<file path="config.mk">
export PLATFORM = sky130hd
export DESIGN_NAME = ps2_player_input
export DESIGN_NICKNAME = d
export VERILOG_FILES = /design/src/rtl/ps2_pkg.sv /design/src/rtl/ps2_rx.sv /design/src/rtl/ps2_player_input.sv
export SDC_FILE = /design/constraint.sdc
export NUM_CORES = 1
export LEC_CHECK = 0
export CORE_MARGIN = 4
export CORE_UTILIZATION = 50
export CTS_BUF_LIST = sky130_fd_sc_hd__clkbuf_8
export DETAILED_ROUTE_END_ITERATION = 6
export PLACE_DENSITY_LB_ADDON = 0.1
export SLEW_MARGIN = 20
export SYNTH_ARGS = -nofsm -noshare
export SYNTH_HDL_FRONTEND = slang
export SYNTH_HIERARCHICAL = 1
export SYNTH_SLANG_ARGS = --single-unit
export TNS_END_PERCENT = 1
</file>
<file path="constraint.sdc">
create_clock -name clk_i -period 3.18 [get_ports clk_i]
set_input_delay 0.795 -clock clk_i [delete_from_list [all_inputs] [get_ports clk_i]]
set_output_delay 0.795 -clock clk_i [all_outputs]
set_load 0.05 [all_outputs]
</file>
<file path="src/rtl/ps2_pkg.sv">
// ps2_pkg: scan-code set 2 constants, FSM state types and move-vector bit indices
package ps2_pkg;
    localparam logic [7:0] SC_EXT   = 8'hE0;
    localparam logic [7:0] SC_BRK   = 8'hF0;
    localparam logic [7:0] SC_W     = 8'h1D;
    localparam logic [7:0] SC_A     = 8'h1C;
    localparam logic [7:0] SC_S     = 8'h1B;
    localparam logic [7:0] SC_D     = 8'h23;
    localparam logic [7:0] SC_SPACE = 8'h29;
    localparam logic [7:0] SC_ENTER = 8'h5A;
    localparam logic [7:0] SC_UP    = 8'h75;
    localparam logic [7:0] SC_LEFT  = 8'h6B;
    localparam logic [7:0] SC_DOWN  = 8'h72;
    localparam logic [7:0] SC_RIGHT = 8'h74;
    localparam int MOVE_LEFT  = 3;
    localparam int MOVE_RIGHT = 2;
    localparam int MOVE_UP    = 1;
    localparam int MOVE_DOWN  = 0;
    typedef enum logic [1:0] {RX_IDLE, RX_DATA, RX_PARITY, RX_STOP} rx_state_t;
    typedef enum logic [1:0] {DEC_BASE, DEC_EXT, DEC_BRK, DEC_EXT_BRK} dec_state_t;
endpackage

</file>
<file path="src/rtl/ps2_rx.sv">
// ps2_rx: PS/2 frame receiver (sync, clock glitch filter, frame FSM, timeout)
//   clk, rst            system clock, sync active-high reset
//   ps2_clk, ps2_data   raw asynchronous PS/2 lines
//   byte_valid          one-cycle strobe, byte_data holds the good byte
//   err                 one-cycle strobe on bad start/parity/stop or timeout
module ps2_rx
    import ps2_pkg::*;
#(
    parameter int FILTER_LEN     = 4,
    parameter int TIMEOUT_CYCLES = 50000
) (
    input  logic       clk,
    input  logic       rst,
    input  logic       ps2_clk,
    input  logic       ps2_data,
    output logic       byte_valid,
    output logic [7:0] byte_data,
    output logic       err
);
    localparam int FW = $clog2(FILTER_LEN + 1);
    localparam int TW = $clog2(TIMEOUT_CYCLES + 1);
    logic [1:0] clk_sync, dat_sync;
    logic [FW-1:0] filt_cnt;
    logic [TW-1:0] tmo, tmo_d;
    logic [7:0] sh, sh_d;
    logic [2:0] bit_cnt, bit_cnt_d;
    logic filt, samp, accept, dat, par_ok, par_ok_d, vld_d, err_d;
    rx_state_t state, state_d;
    assign dat = dat_sync[1];
    // the filtered level only flips after FILTER_LEN consecutive differing samples
    assign accept = clk_sync[1] != filt && filt_cnt == FW'(FILTER_LEN - 1);
    always_comb begin
        state_d   = state;
        sh_d      = sh;
        bit_cnt_d = bit_cnt;
        par_ok_d  = par_ok;
        vld_d     = 1'b0;
        err_d     = 1'b0;
        tmo_d     = (state == RX_IDLE || samp) ? '0 : tmo + 1'b1;
        if (samp) begin
            case (state)
                RX_IDLE: begin
                    err_d     = dat;
                    state_d   = dat ? RX_IDLE : RX_DATA;
                    bit_cnt_d = '0;
                end
                RX_DATA: begin
                    sh_d      = {dat, sh[7:1]};
                    bit_cnt_d = bit_cnt + 1'b1;
                    state_d   = bit_cnt == 3'd7 ? RX_PARITY : RX_DATA;
                end
                RX_PARITY: begin
                    par_ok_d = ^{sh, dat};
                    state_d  = RX_STOP;
                end
                default: begin
                    vld_d   = dat & par_ok;
                    err_d   = ~(dat & par_ok);
                    state_d = RX_IDLE;
                end
            endcase
        end else if (state != RX_IDLE && tmo == TW'(TIMEOUT_CYCLES - 1)) begin
            err_d   = 1'b1;
            state_d = RX_IDLE;
        end
    end
    always_ff @(posedge clk) begin
        if (rst) begin
            clk_sync   <= 2'b11;
            dat_sync   <= 2'b11;
            filt       <= 1'b1;
            filt_cnt   <= '0;
            samp       <= 1'b0;
            state      <= RX_IDLE;
            sh         <= '0;
            bit_cnt    <= '0;
            par_ok     <= 1'b0;
            tmo        <= '0;
            byte_valid <= 1'b0;
            byte_data  <= '0;
            err        <= 1'b0;
        end else begin
            clk_sync   <= {clk_sync[0], ps2_clk};
            dat_sync   <= {dat_sync[0], ps2_data};
            filt_cnt   <= (clk_sync[1] == filt || accept) ? '0 : filt_cnt + 1'b1;
            filt       <= accept ? clk_sync[1] : filt;
            samp       <= accept & ~clk_sync[1];
            state      <= state_d;
            sh         <= sh_d;
            bit_cnt    <= bit_cnt_d;
            par_ok     <= par_ok_d;
            tmo        <= tmo_d;
            byte_valid <= vld_d;
            err        <= err_d;
            byte_data  <= vld_d ? sh : byte_data;
        end
    end
endmodule

</file>
<file path="src/rtl/ps2_player_input.sv">
// ps2_player_input: PS/2 set-2 make/break decoder driving two players' held-key vectors
//   clk_i, reset_i                 system clock, sync active-high reset
//   ps2_clk_i, ps2_data_i          raw PS/2 lines
//   player_N_move_o                {left, right, up, down}; p1 = WASD, p2 = arrows
//   player_1/2_shoot_o             Space / Enter held
//   scan_valid_o, scan_code_o      good-byte strobe and last good byte
//   frame_error_o                  framing-error / timeout strobe
module ps2_player_input
    import ps2_pkg::*;
#(
    parameter int FILTER_LEN     = 4,
    parameter int TIMEOUT_CYCLES = 50000
) (
    input  logic       clk_i,
    input  logic       reset_i,
    input  logic       ps2_clk_i,
    input  logic       ps2_data_i,
    output logic [3:0] player_1_move_o,
    output logic [3:0] player_2_move_o,
    output logic       player_1_shoot_o,
    output logic       player_2_shoot_o,
    output logic       scan_valid_o,
    output logic [7:0] scan_code_o,
    output logic       frame_error_o
);
    dec_state_t dec, dec_d;
    logic hit, ext, brk;
    ps2_rx #(.FILTER_LEN(FILTER_LEN), .TIMEOUT_CYCLES(TIMEOUT_CYCLES)) u_rx (
        .clk       (clk_i),
        .rst       (reset_i),
        .ps2_clk   (ps2_clk_i),
        .ps2_data  (ps2_data_i),
        .byte_valid(scan_valid_o),
        .byte_data (scan_code_o),
        .err       (frame_error_o)
    );
    // hit marks a completed make/break; ext/brk come from the prefix state it completes
    always_comb begin
        dec_d = dec;
        hit   = 1'b0;
        ext   = dec == DEC_EXT || dec == DEC_EXT_BRK;
        brk   = dec == DEC_BRK || dec == DEC_EXT_BRK;
        if (frame_error_o) begin
            dec_d = DEC_BASE;
        end else if (scan_valid_o) begin
            if (brk) begin
                hit   = 1'b1;
                dec_d = DEC_BASE;
            end else if (scan_code_o == SC_EXT) begin
                dec_d = DEC_EXT;
            end else if (scan_code_o == SC_BRK) begin
                dec_d = ext ? DEC_EXT_BRK : DEC_BRK;
            end else begin
                hit   = 1'b1;
                dec_d = DEC_BASE;
            end
        end
    end
    always_ff @(posedge clk_i) begin
        if (reset_i) begin
            dec              <= DEC_BASE;
            player_1_move_o  <= '0;
            player_2_move_o  <= '0;
            player_1_shoot_o <= 1'b0;
            player_2_shoot_o <= 1'b0;
        end else begin
            dec <= dec_d;
            if (hit && ext) begin
                case (scan_code_o)
                    SC_UP:    player_2_move_o[MOVE_UP]    <= ~brk;
                    SC_LEFT:  player_2_move_o[MOVE_LEFT]  <= ~brk;
                    SC_DOWN:  player_2_move_o[MOVE_DOWN]  <= ~brk;
                    SC_RIGHT: player_2_move_o[MOVE_RIGHT] <= ~brk;
                    default: ;
                endcase
            end else if (hit) begin
                case (scan_code_o)
                    SC_W:     player_1_move_o[MOVE_UP]    <= ~brk;
                    SC_A:     player_1_move_o[MOVE_LEFT]  <= ~brk;
                    SC_S:     player_1_move_o[MOVE_DOWN]  <= ~brk;
                    SC_D:     player_1_move_o[MOVE_RIGHT] <= ~brk;
                    SC_SPACE: player_1_shoot_o            <= ~brk;
                    SC_ENTER: player_2_shoot_o            <= ~brk;
                    default: ;
                endcase
            end
        end
    end
endmodule

</file>
==> results.json, run 1 <==
{
  "stdcell_area_mm2": 0.00320,
  "clock_sinks": 61,
  "clkLatencyLatePin_ps": 330,
  "drive_above_1_share_pct": 9.48,
  "peakVddDrop_mv": 0.298,
  "core-area_mm2": 0.00520,
  "seq_power_share_pct": 51.0,
  "postPlaceCellArea_mm2": 0.00300,
  "cts_root_buffer": "clkbuf_8",
  "syn_area_mm2": 0.00272,
  "h-tree-depth": 3,
  "grt_max_degree": 30,
  "ctsHoldBuffers": 0,
  "report.final.hold_viol_count": 0,
  "synth.avg_cell_area_um2": 9.83,
  "clkPwrFrac_pct": 47.4,
  "via_per_inst": 5.15,
  "slew_viol_final": 0,
  "synthArstFlopShare_pct": 0,
  "netSwitchingFraction_pct": 19.7,
  "vias": 1935,
  "min_path_type": "reg2reg",
  "rows": 26,
  "clk_pin_slew_ps": 60,
  "reg2reg_depth": 4,
  "drt_iter0_drc": 54,
  "cts_tree": "done",
  "totalWireLength_mm": 5.03,
  "fp.dieArea_mm2": 0.00669,
  "cp.arrival_ps": 1710,
  "critPathMaxFanout": 6,
  "grt_use_met1_pct": 23.2,
  "synth-seq-area-share_pct": 44.8,
  "critPathKind": "reg2out",
  "post_cts_buffers": 0,
  "cts_buffers": 9,
  "fin_crit_ps": 2500,
  "postRouteAntennaNets": 0,
  "fin_worst_skew_ps": 7.05,
  "diodes": 0,
  "netlist_instances": 277,
  "critPathTopFamily": "buffers and inverters",
  "fin_nets": 310,
  "tns_ps": 0,
  "worst_setup_path_end_kind": "output pin",
  "start_kind": "register",
  "grt_use_total_pct": 17.2,
  "critical-path-slowest-cell": "clkdlybuf4s50_1",
  "dpl_worst_slack_ps": 731,
  "synth_top_flop_cell": "dfxtp_1",
  "drt-wirelength-per-cell_um": 13.4,
  "tightest_slew_ps": 558,
  "port_buffers": 23,
  "io_pins": 24,
  "synth_edf_count": 0,
  "die_w_um": 81.8,
  "ys_ff_latch": 61,
  "p_int_uw": 1210,
  "combPwrFrac_pct": 1.6,
  "crit_buf_inv": 1,
  "cts_buffer_depth": 2,
  "antenna_found_initial": 0,
  "grt_util_met3_pct": 4.93,
  "met2_usage_pct": 24.4,
  "synthesis.nets": 286,
  "fmax_mhz": 400,
  "rsz0062_at_grt": "no",
  "finalSetupViolCount": 0,
  "crit_chain": "clkdlybuf4s50_1",
  "cp_slowest_stage_delay_ps": 870,
  "leakage_uw": 0.00133,
  "dr.pass1.iters": 4,
  "drv_cap": 0,
  "final.setup.worst_slack_ps": 679,
  "grt_pass1_wl_mm": 8.62,
  "yosysWarningCount": 6,
  "grt_pass1_vias": 1806,
  "worst-path-stages": 1,
  "critPathRequiredTime_ps": 2380,
  "dp_hpwl_mm": 3.50,
  "gr-total-overflow": 0,
  "synth_cell_types": 46,
  "p_per_area_mw_per_mm2": 470,
  "fin_crit_sh_pct": 78.6,
  "initial_core_util_pct": 52.3,
  "power_switching_uw": 297,
  "rrSetupSlack_ps": 1550,
  "status": "finished, final reports clean",
  "drc": 0,
  "place_congestion": 0.779,
  "area_delta_synth_final_pct": 17.6,
  "slew_headroom_pct": 62.7,
  "cts_resized": 0,
  "worstHoldPathCells": 1,
  "fill_cells": 463,
  "grt-busiest-layer": "met2",
  "die_y_um": 81.8
}
==> kinds of logic after synthesis <==
family / count (synthesis) / synth area share (%)
DFF: 61 / 44.8
buffers and inverters: 18 / 3.03
xor gates and xnor gates: 20 / 6.94
and+or+nand+nor: 129 / 28.9
adders and majority gates: 5 / 2.30
muxes: 26 / 9.55
AOI/OAI and AO/OA: 18 / 4.41
==> cell usage in the layout (no fill, tap or decap), drive strengths merged, types with 2 or more instances in the layout <==
master,count
a21oi,7
a31oi,2
and2,3
and2b,2
and3,2
and4,4
and4b,3
and4bb,4
buf,2
bufinv,2
clkbuf,9
clkdlybuf4s50,23
clkinv,3
dfxtp,61
ha,5
inv,8
mux2i,26
nand2,10
nand2b,10
nand3,13
nand3b,4
nand4,13
nor2,39
nor2b,4
nor3,2
nor3b,3
nor4bb,2
o211ai,3
o21ai,2
or2,5
or3,3
xnor2,6
xor2,13
==> per-stage QoR <==
stage	hold slack, ps	util, %	cells	power, uW
global placement	391	57.6	360	810
CTS	409	61.5	376	1530
global route	423	61.5	376	1570
finish	409	61.5	376	1510
floorplan	389	-	277	800
detailed placement	393	57.6	360	810
==> synthesized netlist by cell type, types with 2 or more instances <==
cell type | count | area [um^2]
dfxtp_1 | 61 | 1220
nor2_1 | 38 | 143
mux2i_1 | 26 | 260
nand4_1 | 13 | 81.3
xor2_1 | 13 | 114
nand3_1 | 12 | 60.1
nand2b_1 | 10 | 62.6
nand2_1 | 9 | 33.8
a21oi_1 | 7 | 35.0
inv_1 | 6 | 22.5
xnor2_1 | 6 | 52.6
buf_2 | 5 | 25.0
ha_1 | 5 | 62.6
or2_2 | 5 | 31.3
and4bb_1 | 4 | 50.1
clkbuf_1 | 4 | 15.0
nand3b_1 | 4 | 30.0
nor2b_1 | 4 | 25.0
and2_1 | 3 | 18.8
and4_1 | 3 | 26.3
and4b_1 | 3 | 30.0
nor3b_1 | 3 | 22.5
o211ai_1 | 3 | 22.5
or3_1 | 3 | 18.8
a31oi_1 | 2 | 12.5
and3_1 | 2 | 12.5
nor3_1 | 2 | 10.0
nor4bb_1 | 2 | 20.0
o21ai_0 | 2 | 10.0
==> worst paths after layout <==
kind	startpoint	to
worst max-delay path	u_rx/byte_data[1]	scan_code_o[1]
worst min-delay path	u_rx/dat_sync[0]	u_rx/dat_sync[1]
worst max register to register	u_rx/state[0]	u_rx/byte_data[7]
worst min register to register	u_rx/dat_sync[0]	u_rx/dat_sync[1]
==> routing by layer <==
| layer | routed length [um] | vias up | share of wire (%) |
|---|---|---|---|
| li1 | - | 1018 | - |
| met1 | 2510 | 877 | 50 |
| met2 | 2240 | 30 | 45 |
| met3 | 165 | 10 | 3.3 |
| met4 | 112 | 0 | 2.2 |
| met5 | 0 | - | 0 |
==> power by group through the flow <==
stage | Combinational, uW | Sequential (uW) | Clock [uW]
after floorplan | 15.3 | 785 | 0
after global placement | 24.1 | 786 | 0
after detailed placement | 24.4 | 786 | 0
after CTS | 24.5 | 768 | 740
after global routing | 26.6 | 768 | 779
final | 24.0 | 769 | 713
==> state kept, by name, indices dropped and copies added, names as in the netlist, 2 cells and up <==
signal and cells:
u_rx/tmo 16, u_rx/byte_data 8, u_rx/sh 8, player_1_move_o 4, player_2_move_o 4, u_rx/bit_cnt 3
u_rx/filt_cnt 3, dec 2, u_rx/clk_sync 2, u_rx/dat_sync 2, u_rx/state 2
==> cell type report <==
cell class,count,area (um^2),area share (%)
Timing Repair Buffer,25,245,7.66
Clock buffer,9,124,3.87
Inverter,6,22.5,0.703
Multi-Input combinational cell,198,1420,44.3
Sequential cell,61,1220,38.1
Clock inverter,7,82.6,2.58
Tap cell,70,87.6,2.73
Note: power is estimated with default switching activity, not from simulation.
==> run 2: changes to the inputs <==
==> constraint.sdc (replaced) <==
create_clock -name clk_i -period 2.4 [get_ports clk_i]
set_input_delay 0.6 -clock clk_i [delete_from_list [all_inputs] [get_ports clk_i]]
set_output_delay 0.6 -clock clk_i [all_outputs]
set_load 0.05 [all_outputs]
==> run 2 against run 1 <==
Against the previous run:
- global-route usage is 0.36 points lower
- hold slack worse by 1.0 ps
- wire length is 2.5% lower
- clock power is 53% higher
- combinational power is 42% higher
- first-iteration DRC count is 22% higher
- register-to-register slack worse by 800 ps
- design area is 1.5% higher
- sequential power is 33% higher
- sequential share of layout area is 0.57 points lower
- critical path type unchanged
- largest cell class unchanged
- highest routed layer unchanged
==> results.json, run 2 (synthesis results as in run 1) <==
{
  "fin_nets": 312,
  "cp_slowest_stage_delay_ps": 880,
  "status": "finished, final reports clean",
  "slew_viol_final": 0,
  "cts_resized": 0,
  "io_pins": 24,
  "met2_usage_pct": 26.7,
  "tightest_slew_ps": 602,
  "postRouteAntennaNets": 0,
  "core-area_mm2": 0.00520,
  "grt_max_degree": 17,
  "critical-path-slowest-cell": "clkdlybuf4s50_1",
  "slew_headroom_pct": 59.8,
  "crit_chain": "clkdlybuf4s50_1",
  "drv_cap": 0,
  "grt_pass1_wl_mm": 8.65,
  "ctsHoldBuffers": 0,
  "worst_setup_path_end_kind": "output pin",
  "diodes": 0,
  "die_w_um": 81.8,
  "critPathTopFamily": "buffers and inverters",
  "port_buffers": 23,
  "whs_ps": 408,
  "tns_ps": 0,
  "final_cell_mix": "dfxtp_1, nor2_1, mux2i_1, clkdlybuf4s50_1",
  "critPathRequiredTime_ps": 1800,
  "largestRegisters": "u_rx/tmo (16), u_rx/byte_data (8), u_rx/sh (8)",
  "cts_buffer_depth": 2,
  "p_per_area_mw_per_mm2": 659,
  "cts_tree": "done",
  "rsz0062_at_grt": "no",
  "rows": 26,
  "grt_pass1_vias": 1834,
  "drt-wirelength-per-cell_um": 13.0,
  "grt_use_total_pct": 16.9,
  "fin_worst_skew_ps": 5.55,
  "clock_sinks": 61,
  "place_congestion": 0.801,
  "grt_use_met1_pct": 21.6,
  "postPlaceCellArea_mm2": 0.00301,
  "regMostFlops": "u_rx/tmo",
  "dpl.cell_count": 362,
  "cts_buffers": 9,
  "antenna_found_initial": 0,
  "drive_above_1_share_pct": 10.1,
  "finalSetupViolCount": 0,
  "peakVddDrop_mv": 0.481,
  "cts_root_buffer": "clkbuf_8",
  "clkLatencyLatePin_ps": 320,
  "report.final.hold_viol_count": 0,
  "fin_crit_ps": 2320,
  "die_y_um": 81.8,
  "final_common_cell": "dfxtp_1",
  "crit_buf_inv": 1,
  "min_path_type": "reg2reg",
  "dr.pass1.iters": 4,
  "totalWireLength_mm": 4.90,
  "fp.dieArea_mm2": 0.00669,
  "final_util_pct": 62.5,
  "stdcell_area_mm2": 0.00325,
  "area_delta_synth_final_pct": 19.4,
  "leakage_uw": 0.00136,
  "cp.arrival_ps": 1720,
  "drt_iter0_drc": 66,
  "vias": 1970,
  "start_kind": "register",
  "critPathMaxFanout": 6,
  "h-tree-depth": 3,
  "fin_cells": 378,
  "largest_register_ffs": 16,
  "grt-busiest-layer": "met2",
  "grt_util_met3_pct": 5.26,
  "gr-total-overflow": 0,
  "drc": 0,
  "fin_crit_sh_pct": 96.8,
  "clk_pin_slew_ps": 70,
  "fmax_mhz": 431,
  "critPathKind": "reg2out",
  "via_per_inst": 5.21,
  "dp_hpwl_mm": 3.36,
  "post_cts_buffers": 0,
  "initial_core_util_pct": 52.3
}
-- run 2: power breakdown --
group	leakage (uW)	total [uW]	switching, uW	internal [uW]
Combinational	0.000737	34.0	16.8	17.2
Clock	0.000129	1090	382	709
Sequential	0.000492	1020	2.32	1020
-- run 2: cell type report --
type / count / area, um^2
clock inverters: 6 / 103
inverters: 6 / 22.5
multi-input cells: 198 / 1420
clock buffers: 10 / 138
repair buffers: 27 / 260
flip-flops and latches: 61 / 1220
fillers: 461 / 1950
well taps: 70 / 87.6
-- run 2: worst paths after layout --
check / end / slack, ps / cells after the start / start
worst max-delay path: scan_code_o[1] / 80 / 1 / u_rx/byte_data[1]
worst min-delay path: u_rx/dat_sync[1] / 410 / 1 / u_rx/dat_sync[0]
worst max register to register: u_rx/byte_data[4] / 750 / 4 / u_rx/state[0]
worst min register to register: u_rx/dat_sync[1] / 410 / 1 / u_rx/dat_sync[0]
-- run 2: routing by layer --
layer  routed length [um]  part of all wire (%)
met4                   53                   1.1
met2                 2220                    45
met3                  182                   3.7
met1                 2450                    50
met5                    0                     0
-- run 2: metrics by stage --
stage / setup WS (ps) / power (uW)
after CTS: 50.3 / 2170
after floorplan: 877 / 1060
after global routing: 11.6 / 2230
after detailed placement: 280 / 1080
final: 77.3 / 2140
after global placement: 297 / 1080
